===== src/rtl/hit_pkg.sv =====
`default_nettype none
// ============================================================================
// Module   : hit_pkg
// Brief    : Shared types and helpers for the multi-ball hit controller.
// Revision : 1.0 - initial release
// ============================================================================
package hit_pkg;

  typedef enum logic [1:0] {
    IDLE    = 2'd0,
    ACCUM   = 2'd1,
    RESOLVE = 2'd2,
    PUBLISH = 2'd3
  } hit_state_t;

  typedef enum logic [1:0] {
    EV_NONE   = 2'd0,
    EV_BORDER = 2'd1,
    EV_BALL   = 2'd2,
    EV_HOLE   = 2'd3
  } hit_event_t;

  localparam int MAX_BALLS  = 16;
  localparam int HOLE_IDX_W = 3;

  // Two's complement negate of a w-bit value; the most negative code maps to the most positive.
  function automatic logic signed [31:0] sat_neg(input logic signed [31:0] v, input int w);
    logic signed [31:0] most_neg;
    most_neg = -(32'sd1 <<< (w - 1));
    if (v == most_neg) sat_neg = -most_neg - 32'sd1;
    else               sat_neg = -v;
  endfunction

  function automatic logic [3:0] lowest_set(input logic [MAX_BALLS-1:0] v);
    lowest_set = 4'd0;
    for (int i = MAX_BALLS - 1; i >= 0; i--) begin
      if (v[i]) lowest_set = 4'(i);
    end
  endfunction

endpackage
`default_nettype wire


===== src/rtl/multi_ball_hit_controller_if.sv =====
`default_nettype none
// ============================================================================
// Module   : multi_ball_hit_controller_if
// Brief    : Draw-request inputs and resolved-velocity outputs of the controller.
// Revision : 1.0 - initial release
// ============================================================================
interface multi_ball_hit_controller_if #(
  parameter int NUM_BALLS = 2,
  parameter int NUM_HOLES = 6,
  parameter int POS_W     = 11,
  parameter int VEL_W     = 11
);
  import hit_pkg::*;

  logic                                 startOfFrame;
  logic [NUM_BALLS-1:0]                 ballDR;
  logic                                 bordersDR;
  logic [NUM_HOLES-1:0]                 holeDR;
  logic [NUM_BALLS-1:0][POS_W-1:0]      ballPosX;
  logic [NUM_BALLS-1:0][POS_W-1:0]      ballPosY;
  logic [NUM_BALLS-1:0][VEL_W-1:0]      ballVelX;
  logic [NUM_BALLS-1:0][VEL_W-1:0]      ballVelY;
  logic [NUM_BALLS-1:0][VEL_W-1:0]      ballVelXOut;
  logic [NUM_BALLS-1:0][VEL_W-1:0]      ballVelYOut;
  logic [NUM_BALLS-1:0]                 collisionOccurred;
  logic [NUM_BALLS-1:0]                 holeHit;
  logic [NUM_BALLS-1:0][HOLE_IDX_W-1:0] holeNum;
  logic                                 busy;
  logic                                 overrun;

  modport master (
    output startOfFrame, ballDR, bordersDR, holeDR,
    output ballPosX, ballPosY, ballVelX, ballVelY,
    input  ballVelXOut, ballVelYOut, collisionOccurred, holeHit, holeNum, busy, overrun
  );

  modport slave (
    input  startOfFrame, ballDR, bordersDR, holeDR,
    input  ballPosX, ballPosY, ballVelX, ballVelY,
    output ballVelXOut, ballVelYOut, collisionOccurred, holeHit, holeNum, busy, overrun
  );

endinterface
`default_nettype wire


===== src/rtl/hit_event_accum.sv =====
`default_nettype none
// ============================================================================
// Module   : hit_event_accum
// Brief    : Sticky per-frame overlap flags plus the frame-boundary snapshot.
// Revision : 1.0 - initial release
// ============================================================================
module hit_event_accum #(
  parameter int NUM_BALLS = 2,
  parameter int NUM_HOLES = 6,
  parameter int POS_W     = 11,
  parameter int VEL_W     = 11
) (
  input  logic                                 clk,
  input  logic                                 reset,
  input  logic                                 clear,
  input  logic                                 capture,
  input  logic [NUM_BALLS-1:0]                 ball_dr,
  input  logic                                 border_dr,
  input  logic [NUM_HOLES-1:0]                 hole_dr,
  input  logic [NUM_BALLS-1:0][POS_W-1:0]      pos_x,
  input  logic [NUM_BALLS-1:0][POS_W-1:0]      pos_y,
  input  logic [NUM_BALLS-1:0][VEL_W-1:0]      vel_x,
  input  logic [NUM_BALLS-1:0][VEL_W-1:0]      vel_y,
  output logic [NUM_BALLS-1:0]                 snap_border,
  output logic [NUM_BALLS-1:0][NUM_BALLS-1:0]  snap_pair,
  output logic [NUM_BALLS-1:0][NUM_HOLES-1:0]  snap_hole,
  output logic [NUM_BALLS-1:0][POS_W-1:0]      snap_pos_x,
  output logic [NUM_BALLS-1:0][POS_W-1:0]      snap_pos_y,
  output logic [NUM_BALLS-1:0][VEL_W-1:0]      snap_vel_x,
  output logic [NUM_BALLS-1:0][VEL_W-1:0]      snap_vel_y
);
  import hit_pkg::*;

  logic [NUM_BALLS-1:0]                cur_border, border_acc;
  logic [NUM_BALLS-1:0][NUM_BALLS-1:0] cur_pair,   pair_acc;
  logic [NUM_BALLS-1:0][NUM_HOLES-1:0] cur_hole,   hole_acc;

  // Pair flags are kept symmetric so each ball reads its own row for partners.
  generate
    for (genvar i = 0; i < NUM_BALLS; i++) begin : g_ball
      assign cur_border[i] = ball_dr[i] & border_dr;
      assign cur_hole[i]   = {NUM_HOLES{ball_dr[i]}} & hole_dr;
      for (genvar j = 0; j < NUM_BALLS; j++) begin : g_pair
        if (i == j) begin : g_diag
          assign cur_pair[i][j] = 1'b0;
        end else begin : g_off
          assign cur_pair[i][j] = ball_dr[i] & ball_dr[j];
        end
      end
    end
  endgenerate

  always_ff @(posedge clk or posedge reset) begin
    if (reset) begin
      border_acc  <= '0;
      pair_acc    <= '0;
      hole_acc    <= '0;
      snap_border <= '0;
      snap_pair   <= '0;
      snap_hole   <= '0;
      snap_pos_x  <= '0;
      snap_pos_y  <= '0;
      snap_vel_x  <= '0;
      snap_vel_y  <= '0;
    end else begin
      // Overlaps seen on the clearing cycle belong to the frame that is starting.
      border_acc <= (clear ? '0 : border_acc) | cur_border;
      pair_acc   <= (clear ? '0 : pair_acc)   | cur_pair;
      hole_acc   <= (clear ? '0 : hole_acc)   | cur_hole;
      if (capture) begin
        snap_border <= border_acc;
        snap_pair   <= pair_acc;
        snap_hole   <= hole_acc;
        snap_pos_x  <= pos_x;
        snap_pos_y  <= pos_y;
        snap_vel_x  <= vel_x;
        snap_vel_y  <= vel_y;
      end
    end
  end

endmodule
`default_nettype wire


===== src/rtl/multi_ball_hit_controller.sv =====
`default_nettype none
// ============================================================================
// Module   : multi_ball_hit_controller
// Brief    : Frame FSM, per-ball event resolution and published output registers.
// Revision : 1.0 - initial release
// ============================================================================
module multi_ball_hit_controller #(
  parameter int NUM_BALLS    = 2,
  parameter int NUM_HOLES    = 6,
  parameter int POS_W        = 11,
  parameter int VEL_W        = 11,
  parameter int LEFT_OFFSET  = 0,
  parameter int RIGHT_OFFSET = 639,
  parameter int TOP_OFFSET   = 0,
  parameter int DOWN_OFFSET  = 479
) (
  input  logic                         clk,
  input  logic                         reset,
  multi_ball_hit_controller_if.slave   bus
);
  import hit_pkg::*;

  localparam int               IDX_W    = $clog2(NUM_BALLS);
  localparam logic [IDX_W-1:0] LAST_IDX = IDX_W'(NUM_BALLS - 1);
  localparam logic [POS_W-1:0] MID_X    = POS_W'((LEFT_OFFSET + RIGHT_OFFSET) / 2);
  localparam logic [POS_W-1:0] MID_Y    = POS_W'((TOP_OFFSET + DOWN_OFFSET) / 2);

  hit_state_t       state, state_next;
  logic [IDX_W-1:0] idx;
  logic             busy_now, overrun_now, capture, clear;

  logic [NUM_BALLS-1:0]                snap_border;
  logic [NUM_BALLS-1:0][NUM_BALLS-1:0] snap_pair;
  logic [NUM_BALLS-1:0][NUM_HOLES-1:0] snap_hole;
  logic [NUM_BALLS-1:0][POS_W-1:0]     snap_pos_x, snap_pos_y;
  logic [NUM_BALLS-1:0][VEL_W-1:0]     snap_vel_x, snap_vel_y;

  logic [NUM_BALLS-1:0]                 pair_row;
  logic [NUM_HOLES-1:0]                 hole_row;
  logic [IDX_W-1:0]                     partner;
  logic [POS_W-1:0]                     cur_px, cur_py;
  logic [VEL_W-1:0]                     cur_vx, cur_vy, res_vx, res_vy;
  logic                                 res_coll, res_hit;
  logic [HOLE_IDX_W-1:0]                res_hnum;
  hit_event_t                           ev;

  logic [NUM_BALLS-1:0][VEL_W-1:0]      shadow_vx, shadow_vy, merged_vx, merged_vy;
  logic [NUM_BALLS-1:0]                 shadow_coll, shadow_hit, merged_coll, merged_hit;
  logic [NUM_BALLS-1:0][HOLE_IDX_W-1:0] shadow_hnum, merged_hnum;

  logic [NUM_BALLS-1:0][VEL_W-1:0]      vel_x_out, vel_y_out;
  logic [NUM_BALLS-1:0]                 coll_out, hit_out;
  logic [NUM_BALLS-1:0][HOLE_IDX_W-1:0] hnum_out;

  // A frame boundary outside ACCUM still clears the flags but keeps the pending snapshot.
  assign capture = bus.startOfFrame && (state == ACCUM);
  assign clear   = bus.startOfFrame && (state != IDLE);

  hit_event_accum #(
    .NUM_BALLS (NUM_BALLS),
    .NUM_HOLES (NUM_HOLES),
    .POS_W     (POS_W),
    .VEL_W     (VEL_W)
  ) u_accum (
    .clk         (clk),
    .reset       (reset),
    .clear       (clear),
    .capture     (capture),
    .ball_dr     (bus.ballDR),
    .border_dr   (bus.bordersDR),
    .hole_dr     (bus.holeDR),
    .pos_x       (bus.ballPosX),
    .pos_y       (bus.ballPosY),
    .vel_x       (bus.ballVelX),
    .vel_y       (bus.ballVelY),
    .snap_border (snap_border),
    .snap_pair   (snap_pair),
    .snap_hole   (snap_hole),
    .snap_pos_x  (snap_pos_x),
    .snap_pos_y  (snap_pos_y),
    .snap_vel_x  (snap_vel_x),
    .snap_vel_y  (snap_vel_y)
  );

  always_ff @(posedge clk or posedge reset) begin
    if (reset) state <= IDLE;
    else       state <= state_next;
  end

  always_comb begin
    state_next  = state;
    busy_now    = 1'b0;
    overrun_now = 1'b0;
    case (state)
      IDLE:    state_next = ACCUM;
      ACCUM:   if (bus.startOfFrame) state_next = RESOLVE;
      RESOLVE: begin
        busy_now    = 1'b1;
        overrun_now = bus.startOfFrame;
        if (idx == LAST_IDX) state_next = PUBLISH;
      end
      PUBLISH: begin
        overrun_now = bus.startOfFrame;
        state_next  = ACCUM;
      end
      default: state_next = IDLE;
    endcase
  end

  always_ff @(posedge clk or posedge reset) begin
    if (reset)                                      idx <= '0;
    else if (state == RESOLVE && idx != LAST_IDX)   idx <= idx + 1'b1;
    else                                            idx <= '0;
  end

  // Resolution of the ball currently addressed by idx, priority hole > ball > border.
  always_comb begin
    pair_row = snap_pair[idx];
    hole_row = snap_hole[idx];
    cur_px   = snap_pos_x[idx];
    cur_py   = snap_pos_y[idx];
    cur_vx   = snap_vel_x[idx];
    cur_vy   = snap_vel_y[idx];
    partner  = IDX_W'(lowest_set(MAX_BALLS'(pair_row)));

    ev = EV_NONE;
    if (|hole_row)             ev = EV_HOLE;
    else if (|pair_row)        ev = EV_BALL;
    else if (snap_border[idx]) ev = EV_BORDER;

    res_vx   = cur_vx;
    res_vy   = cur_vy;
    res_coll = 1'b0;
    res_hit  = 1'b0;
    res_hnum = '0;
    case (ev)
      EV_HOLE: begin
        res_vx   = '0;
        res_vy   = '0;
        res_hit  = 1'b1;
        res_hnum = HOLE_IDX_W'(lowest_set(MAX_BALLS'(hole_row)));
      end
      EV_BALL: begin
        res_vx   = snap_vel_x[partner];
        res_vy   = snap_vel_y[partner];
        res_coll = 1'b1;
      end
      EV_BORDER: begin
        res_coll = 1'b1;
        // Reflect only when moving toward the nearer wall on that axis.
        if ((cur_px < MID_X && cur_vx[VEL_W-1]) ||
            (cur_px >= MID_X && !cur_vx[VEL_W-1] && |cur_vx))
          res_vx = VEL_W'(sat_neg(32'($signed(cur_vx)), VEL_W));
        if ((cur_py < MID_Y && cur_vy[VEL_W-1]) ||
            (cur_py >= MID_Y && !cur_vy[VEL_W-1] && |cur_vy))
          res_vy = VEL_W'(sat_neg(32'($signed(cur_vy)), VEL_W));
      end
      default: ;
    endcase
  end

  always_comb begin
    merged_vx        = shadow_vx;
    merged_vy        = shadow_vy;
    merged_coll      = shadow_coll;
    merged_hit       = shadow_hit;
    merged_hnum      = shadow_hnum;
    merged_vx[idx]   = res_vx;
    merged_vy[idx]   = res_vy;
    merged_coll[idx] = res_coll;
    merged_hit[idx]  = res_hit;
    merged_hnum[idx] = res_hnum;
  end

  // The final ball is folded in directly so every output changes on the same edge.
  always_ff @(posedge clk or posedge reset) begin
    if (reset) begin
      shadow_vx   <= '0;
      shadow_vy   <= '0;
      shadow_coll <= '0;
      shadow_hit  <= '0;
      shadow_hnum <= '0;
      vel_x_out   <= '0;
      vel_y_out   <= '0;
      coll_out    <= '0;
      hit_out     <= '0;
      hnum_out    <= '0;
    end else begin
      coll_out <= '0;
      hit_out  <= '0;
      if (state == RESOLVE) begin
        shadow_vx[idx]   <= res_vx;
        shadow_vy[idx]   <= res_vy;
        shadow_coll[idx] <= res_coll;
        shadow_hit[idx]  <= res_hit;
        shadow_hnum[idx] <= res_hnum;
        if (idx == LAST_IDX) begin
          vel_x_out <= merged_vx;
          vel_y_out <= merged_vy;
          coll_out  <= merged_coll;
          hit_out   <= merged_hit;
          hnum_out  <= merged_hnum;
        end
      end
    end
  end

  assign bus.ballVelXOut       = vel_x_out;
  assign bus.ballVelYOut       = vel_y_out;
  assign bus.collisionOccurred = coll_out;
  assign bus.holeHit           = hit_out;
  assign bus.holeNum           = hnum_out;
  assign bus.busy              = busy_now;
  assign bus.overrun           = overrun_now;

endmodule
`default_nettype wire


===== src/flat_wrapper.sv =====
// flat-port wrapper written by rule: the top's interface ports become plain ports
module multi_ball_hit_controller_flat import hit_pkg::*;
#(
  parameter int NUM_BALLS    = 2,
  parameter int NUM_HOLES    = 6,
  parameter int POS_W        = 11,
  parameter int VEL_W        = 11,
  parameter int LEFT_OFFSET  = 0,
  parameter int RIGHT_OFFSET = 639,
  parameter int TOP_OFFSET   = 0,
  parameter int DOWN_OFFSET  = 479
)
  (clk, reset, bus_startOfFrame, bus_ballDR, bus_bordersDR, bus_holeDR, bus_ballPosX, bus_ballPosY, bus_ballVelX, bus_ballVelY, bus_ballVelXOut, bus_ballVelYOut, bus_collisionOccurred, bus_holeHit, bus_holeNum, bus_busy, bus_overrun);
  multi_ball_hit_controller_if #(.NUM_BALLS(NUM_BALLS), .NUM_HOLES(NUM_HOLES), .POS_W(POS_W), .VEL_W(VEL_W)) bus_i ();
  input  logic clk;
  input  logic reset;
  input wire logic [$bits(bus_i.startOfFrame)-1:0] bus_startOfFrame;
  input wire logic [$bits(bus_i.ballDR)-1:0] bus_ballDR;
  input wire logic [$bits(bus_i.bordersDR)-1:0] bus_bordersDR;
  input wire logic [$bits(bus_i.holeDR)-1:0] bus_holeDR;
  input wire logic [$bits(bus_i.ballPosX)-1:0] bus_ballPosX;
  input wire logic [$bits(bus_i.ballPosY)-1:0] bus_ballPosY;
  input wire logic [$bits(bus_i.ballVelX)-1:0] bus_ballVelX;
  input wire logic [$bits(bus_i.ballVelY)-1:0] bus_ballVelY;
  output wire logic [$bits(bus_i.ballVelXOut)-1:0] bus_ballVelXOut;
  output wire logic [$bits(bus_i.ballVelYOut)-1:0] bus_ballVelYOut;
  output wire logic [$bits(bus_i.collisionOccurred)-1:0] bus_collisionOccurred;
  output wire logic [$bits(bus_i.holeHit)-1:0] bus_holeHit;
  output wire logic [$bits(bus_i.holeNum)-1:0] bus_holeNum;
  output wire logic [$bits(bus_i.busy)-1:0] bus_busy;
  output wire logic [$bits(bus_i.overrun)-1:0] bus_overrun;
  assign bus_i.startOfFrame = bus_startOfFrame;
  assign bus_i.ballDR = bus_ballDR;
  assign bus_i.bordersDR = bus_bordersDR;
  assign bus_i.holeDR = bus_holeDR;
  assign bus_i.ballPosX = bus_ballPosX;
  assign bus_i.ballPosY = bus_ballPosY;
  assign bus_i.ballVelX = bus_ballVelX;
  assign bus_i.ballVelY = bus_ballVelY;
  assign bus_ballVelXOut = bus_i.ballVelXOut;
  assign bus_ballVelYOut = bus_i.ballVelYOut;
  assign bus_collisionOccurred = bus_i.collisionOccurred;
  assign bus_holeHit = bus_i.holeHit;
  assign bus_holeNum = bus_i.holeNum;
  assign bus_busy = bus_i.busy;
  assign bus_overrun = bus_i.overrun;
  multi_ball_hit_controller #(.NUM_BALLS(NUM_BALLS), .NUM_HOLES(NUM_HOLES), .POS_W(POS_W), .VEL_W(VEL_W), .LEFT_OFFSET(LEFT_OFFSET), .RIGHT_OFFSET(RIGHT_OFFSET), .TOP_OFFSET(TOP_OFFSET), .DOWN_OFFSET(DOWN_OFFSET)) u_core (.clk(clk), .reset(reset), .bus(bus_i));
endmodule

===== config.mk =====
export PLATFORM = sky130hd
export DESIGN_NAME = multi_ball_hit_controller_flat
export DESIGN_NICKNAME = d
export VERILOG_FILES = /design/src/rtl/hit_pkg.sv /design/src/rtl/multi_ball_hit_controller_if.sv /design/src/rtl/hit_event_accum.sv /design/src/rtl/multi_ball_hit_controller.sv /design/src/flat_wrapper.sv
export SDC_FILE = /design/constraint.sdc
export NUM_CORES = 1
export LEC_CHECK = 0
export CORE_MARGIN = 2
export CORE_UTILIZATION = 30
export CTS_BUF_LIST = sky130_fd_sc_hd__clkbuf_2 sky130_fd_sc_hd__clkbuf_4 sky130_fd_sc_hd__clkbuf_8
export CTS_CLUSTER_SIZE = 28
export DETAILED_ROUTE_END_ITERATION = 7
export PLACE_DENSITY_LB_ADDON = 0.25
export REMOVE_ABC_BUFFERS = 1
export SLEW_MARGIN = 20
export SYNTH_ARGS = -nofsm -noshare
export SYNTH_HDL_FRONTEND = slang
export SYNTH_SLANG_ARGS = --single-unit

===== constraint.sdc =====
create_clock -name clk -period 8.9 [get_ports clk]
set_clock_uncertainty 0.2 [all_clocks]
set_input_delay 1.335 -clock clk [delete_from_list [all_inputs] [get_ports clk]]
set_output_delay 1.335 -clock clk [all_outputs]
set_load 0.01 [all_outputs]

=== Yosys cells after proc, flatten, opt, wreduce, memory -nomap -nowiden ===
Cells that the tools add are included.

* Bits in registers: 235
* Latch bits: 0
* Memory bits (writable): 0
* Memory bits (read-only): 0
* Bits of input ports: 100
* Word-level logic and storage cells: 152
* Memories kept: 0

* Add/sub/neg operators: 3
* $mul: 0
* Divide/modulo/power cells: 0
* Magnitude comparators: 7
* Equal/unequal tests: 10
* Shift-type cells: 0
* Multiplexer cells: 62
* Bitwise gates (word level): 9
* Reduce and logical (&&, ||, !) cells: 25

{| class="wikitable"
|+ Operator list
! operator !! number
|-
| $mux 11 || 17
|-
| $pmux 11 s3 || 2
|-
| $bwmux 22 || 2
|-
| $mux 3 || 8
|-
| $eq 11x11->1 const B || 2
|-
| $mux 2 || 11
|-
| $neg 11->11 || 2
|-
| $reduce_or 11->1 || 2
|-
| $and 6x6->6 || 2
|-
| $mux 12 || 1
|-
| $mux 6 || 2
|-
| $or 12x12->12 || 1
|-
| $demux 11 s1 || 1
|-
| $ge 11x8->1 const B || 1
|-
| $ge 11x9->1 const B || 1
|-
| $lt 11x8->1 const B || 1
|-
| $lt 11x9->1 const B || 1
|-
| $mux 1 || 11
|-
| $logic_and 1x1->1 || 10
|-
| $eq 2x2->1 const B || 4
|-
| $reduce_or 2->1 || 4
|-
| $bwmux 6 || 1
|-
| $pmux 2 s3 || 1
|-
| $reduce_or 6->1 || 1
|-
| other kinds (19) || 27
|}

=== Longest topological paths before layout ===
* Depth after elaboration: 11
* Gate-level depth with buffers: 18
* Gate-level depth less buffers: 13

=== By module ===
From an unflattened synthesis, not the netlist that was laid out.

* Cells, all modules: 1043
* Area, all modules: 10882.9 um^2

{| class="wikitable"
|+ Modules (own cells, without submodules)
! module !! instances !! cells each !! area each (um^2)
|-
| multi_ball_hit_controller || 1 || 753 || 6139.6
|-
| hit_event_accum || 1 || 290 || 4743.3
|}

=== Worst setup path after synthesis ===
Ideal clock, no wire load.

* Path type: reg-to-reg
* Start: register u_core.idx
* End: register u_core.shadow_vx[8] (netlist bit)
* Setup time: 0.065 ns
* Arrival: 3.420 ns
* Data required time: 8.635 ns
* Slack: 5.215 ns
* Stages on the path, launching flop included: 18
* Path buffers: 6
* Clock period less this slack: 3.685 ns
* Cell sequence: dfrtp_1 > buf_4 > buf_6 > buf_2 > buf_2 > nor3_1 > a21oi_1 > or3_1 > a311o_1 > inv_1 > ha_1 > clkbuf_1 > buf_1 > nand2_1 > nor4b_1 > a222oi_1 > nand3_1 > nand2_1

* Longest elaborated chain between the ends: 9

{| class="wikitable"
|+ RTL lines
! item !! line !! source
|-
| from (decl) || multi_ball_hit_controller.sv:29 || <nowiki>logic [IDX_W-1:0] idx;</nowiki>
|-
| from (signal assigned) || multi_ball_hit_controller.sv:112 || <nowiki>else if (state == RESOLVE && idx != LAST_IDX) idx <= idx + 1'b1;</nowiki>
|-
| $mux 11 (on tied branches) (2 in series) || multi_ball_hit_controller.sv:120, multi_ball_hit_controller.sv:122 ||
|-
| $ge 11x9->1 or $logic_not 1->1 (tied branches) || multi_ball_hit_controller.sv:152 || <nowiki>(cur_px >= MID_X && !cur_vx[VEL_W-1] && |cur_vx))</nowiki>
|-
| $logic_and 1x1->1 (2 in series) || multi_ball_hit_controller.sv:152 ||
|-
| $logic_or 1x1->1 || multi_ball_hit_controller.sv:151 || <nowiki>if ((cur_px < MID_X && cur_vx[VEL_W-1]) ||</nowiki>
|-
| $mux 11 || multi_ball_hit_controller.sv:151 ||
|-
| $pmux 11 s3 || multi_ball_hit_controller.sv:136 || <nowiki>case (ev)</nowiki>
|-
| $bwmux 22 * || multi_ball_hit_controller.sv:192 || <nowiki>shadow_vx[idx] <= res_vx;</nowiki>
|-
| to (signal, indexed assignment) || multi_ball_hit_controller.sv:192 ||
|-
| to (decl) || multi_ball_hit_controller.sv:47 || <nowiki>logic [NUM_BALLS-1:0][VEL_W-1:0] shadow_vx, shadow_vy, merged_vx, merged_vy;</nowiki>
|}

Mark *: on every way between the ends. The rest lies on a longest branch, timed or not. The select of a mux whose other input is x is not followed.
A chain may end at the register's enable or synchronous reset.

=== Worst setup path in the final report ===
* Start: input port bus_startOfFrame
* End: output port bus_overrun

* Longest elaborated chain between the ends: 1

{| class="wikitable"
|+ RTL lines
! item !! line !! source
|-
| from (decl) || flat_wrapper.sv:17 || <nowiki>input wire logic [$bits(bus_i.startOfFrame)-1:0] bus_startOfFrame;</nowiki>
|-
| $mux 1 || multi_ball_hit_controller.sv:94 || <nowiki>case (state)</nowiki>
|-
| to (decl) || flat_wrapper.sv:31 || <nowiki>output wire logic [$bits(bus_i.overrun)-1:0] bus_overrun;</nowiki>
|}

Every way passes these cells.

==> flow_summary.json <==
{
  "mostFrequentLayoutCell": "dfrtp_1",
  "cts_tree": "built",
  "dp_hpwl_um": 18000,
  "syn_area_per_cell_sq_um": 10.8,
  "critPathMostFrequentCell": "clkdlybuf4s50_1",
  "clk_path_buf_depth": 3,
  "post-route-drc-count": 0,
  "slew_headroom_pct": 34.6,
  "worstSkewPairLatency_ns": 0.53,
  "worstPathMaxFanout": 5,
  "coreArea_sq_um": 32600,
  "slowest_delay_ns": 0.60,
  "dieArea_sq_um": 34700,
  "maxSlewViolCount": 0,
  "period_needed_ns": 4.16,
  "pwr_density_cell_nw_per_um2": 340,
  "grt_overflow": 0,
  "post_cts_resized": 0,
  "end_kind": "primary output",
  "antenna_left": 0,
  "die_x_um": 186,
  "setup_viol": 0,
  "ios": 156,
  "clkTransAtPathRegs_ns": 0.06,
  "cts_root_buffer": "clkbuf_8",
  "grt_pass1_vias": 7771,
  "critPathRequiredTime_ns": 7.36,
  "ys_async_sr_fraction_pct": 100,
  "grt_setup_unrepaired": "no",
  "hold_viol": 0,
  "cts.sinks": 204,
  "ys.flop_type": "dfrtp_1",
  "initial_core_util_pct": 30.6,
  "synth-edff-count": 0,
  "drt_first_pass_iters": 5,
  "drv_cap": 0,
  "post_cts_buffers": 0,
  "drt_iter0_markers": 581,
  "outcome": "complete, no violations",
  "power.leakage_nw": 5.54,
  "worst_ir_drop_vdd_uv": 114,
  "synth_warnings": 0,
  "synthCells": 922,
  "final_cell_mix": "203 x dfrtp_1, 155 x clkdlybuf4s50_1, 148 x nand2_1",
  "row_count": 66,
  "wirelength_um": 26600,
  "setup-tns-final_ns": 0,
  "vias": 7659,
  "hold_buffers": 0,
  "area_growth_pct": 28.0,
  "hp-class": "flip-flop to flip-flop",
  "tightest_slew_ns": 0.981,
  "htreeDepth": 2,
  "via_per_inst": 4.96,
  "slowest_stage": "clkdlybuf4s50_1",
  "arrival_ns": 2.62,
  "wire_per_inst_um": 17.2,
  "synth.distinct_cells": 72,
  "cp_cell_sequence": "clkdlybuf4s50_1 > o21a_1 > clkdlybuf4s50_1",
  "cp-start-kind": "input port",
  "max_freq_mhz": 241,
  "portBuffers": 155,
  "critPathKind": "input port to primary output",
  "grt_use_total_pct": 15.5,
  "hold_slack_ns": 0.259,
  "ys_seq_area_share_pct": 51.2,
  "grt_max_degree": 129,
  "gp_congestion": 0.881,
  "nNetsFinal": 1181,
  "ys_ff_latch": 204,
  "min_period_over_period_pct": 46.7,
  "fp.dieH_um": 186,
  "antenna_found_initial": 4,
  "numCtsBuffers": 38,
  "grt_first_pass_wirelength_um": 42600,
  "worst-r2r-setup-slack_ns": 4.79,
  "synth_area_sq_um": 9970,
  "final_layout_size_suffix_gt1_share_pct": 20.4
}
[cells by family after synthesis]
group | after synthesis | share of synthesized area, %
mux | 156 | 17.4
simple gates | 278 | 12.7
fa+ha+maj | 10 | 1.26
buf+inv | 77 | 3.19
flops | 204 | 51.2
compound gates | 193 | 13.9
xor+xnor | 4 | 0.351
[path summary, 6_finish.rpt]
kind / startpoint / endpoint / cells after the start
min reg2reg: u_core.shadow_hnum[1] / u_core.bus.holeNum[1] / 2
min: u_core.shadow_hnum[1] / u_core.bus.holeNum[1] / 2
min in group asynchronous: reset / u_core.u_accum.snap_pos_x[7] / 2
max reg2reg: u_core.idx / u_core.shadow_vx[10] / 11
max: bus_startOfFrame / bus_overrun / 3
max in group asynchronous: reset / u_core.u_accum.hole_acc[3] / 3
[flip-flops by register name (all words and copies together), names as in the netlist, named ones only]
| register | cells |
|---|---|
| u_core.bus.ballVelXOut | 22 |
| u_core.bus.ballVelYOut | 22 |
| u_core.bus.collisionOccurred | 2 |
| u_core.bus.holeHit | 2 |
| u_core.bus.holeNum | 6 |
| u_core.idx | 1 |
| u_core.shadow_hnum | 3 |
| u_core.shadow_vx | 11 |
| u_core.shadow_vy | 11 |
| u_core.state | 2 |
| u_core.u_accum.border_acc | 2 |
| u_core.u_accum.hole_acc | 12 |
| u_core.u_accum.pair_acc | 2 |
| u_core.u_accum.snap_border | 2 |
| u_core.u_accum.snap_hole | 12 |
| u_core.u_accum.snap_pair | 2 |
| u_core.u_accum.snap_pos_x | 22 |
| u_core.u_accum.snap_pos_y | 22 |
| u_core.u_accum.snap_vel_x | 22 |
| u_core.u_accum.snap_vel_y | 22 |
[worst max-delay path: cells and delay by family]
| family | cells | cell delay [ns] |
|---|---|---|
| buffers and inverters | 2 | 1.12 |
| AOI/OAI and AO/OA | 1 | 0.16 |
[synthesized netlist by cell type (14+ instances only)]
master	count	share of area, %
inv_1	21	0.79
nor2_1	42	1.6
a22o_1	21	1.8
mux2_2	128	14
nand2_1	150	5.6
o21ai_0	35	1.8
nor3_1	20	1.0
clkbuf_1	37	1.4
mux2i_1	25	2.5
dfrtp_1	204	51
nand3_1	14	0.70
a21oi_1	38	1.9
a21o_1	18	1.4
[through the flow]
| stage | worst slack [ns] | total power [mW] | cell area, sq um | utilization, % | cells |
|---|---|---|---|---|---|
| 6_report | 4.74 | 4.34 | 12800 | 39.1 | 1545 |
| 5_1_grt | 4.43 | 4.66 | 12800 | 39.1 | 1541 |
| 4_1_cts | 4.74 | 4.39 | 12800 | 39.1 | 1541 |
| 3_5_place_dp | 4.75 | 3.40 | 11900 | 36.6 | 1473 |
| 3_3_place_gp | 4.75 | 3.37 | 11900 | 36.6 | 1473 |
| 2_1_floorplan | 1.80 | 2.81 | 9730 | - | 867 |
[layout make-up]
class                           instances  area, sq um
Sequential cell                       204         5110
Antenna cell                            4         10.0
Inverter                               22         90.1
Multi-Input combinational cell        641         4560
Clock inverter                         11         82.6
Timing Repair Buffer                  164         1620
Clock buffer                           57          741
Tap cell                              442          553
Fill cell                            3256        19900
[power breakdown]
group	total, mW	internal [mW]	switching (mW)
Combinational	1.73	0.868	0.865
Sequential	1.65	1.32	0.329
Clock	0.958	0.562	0.396
Total	4.34	2.75	1.59
[routing by layer]
metal  global-route usage (%)  routed length [um]
met1                     20.1               11800
met2                     25.0               12100
met4                     4.35                 503
met5                        0                  13
met3                     4.81                2150
No activity file was read; power rests on OpenSTA's default activity.
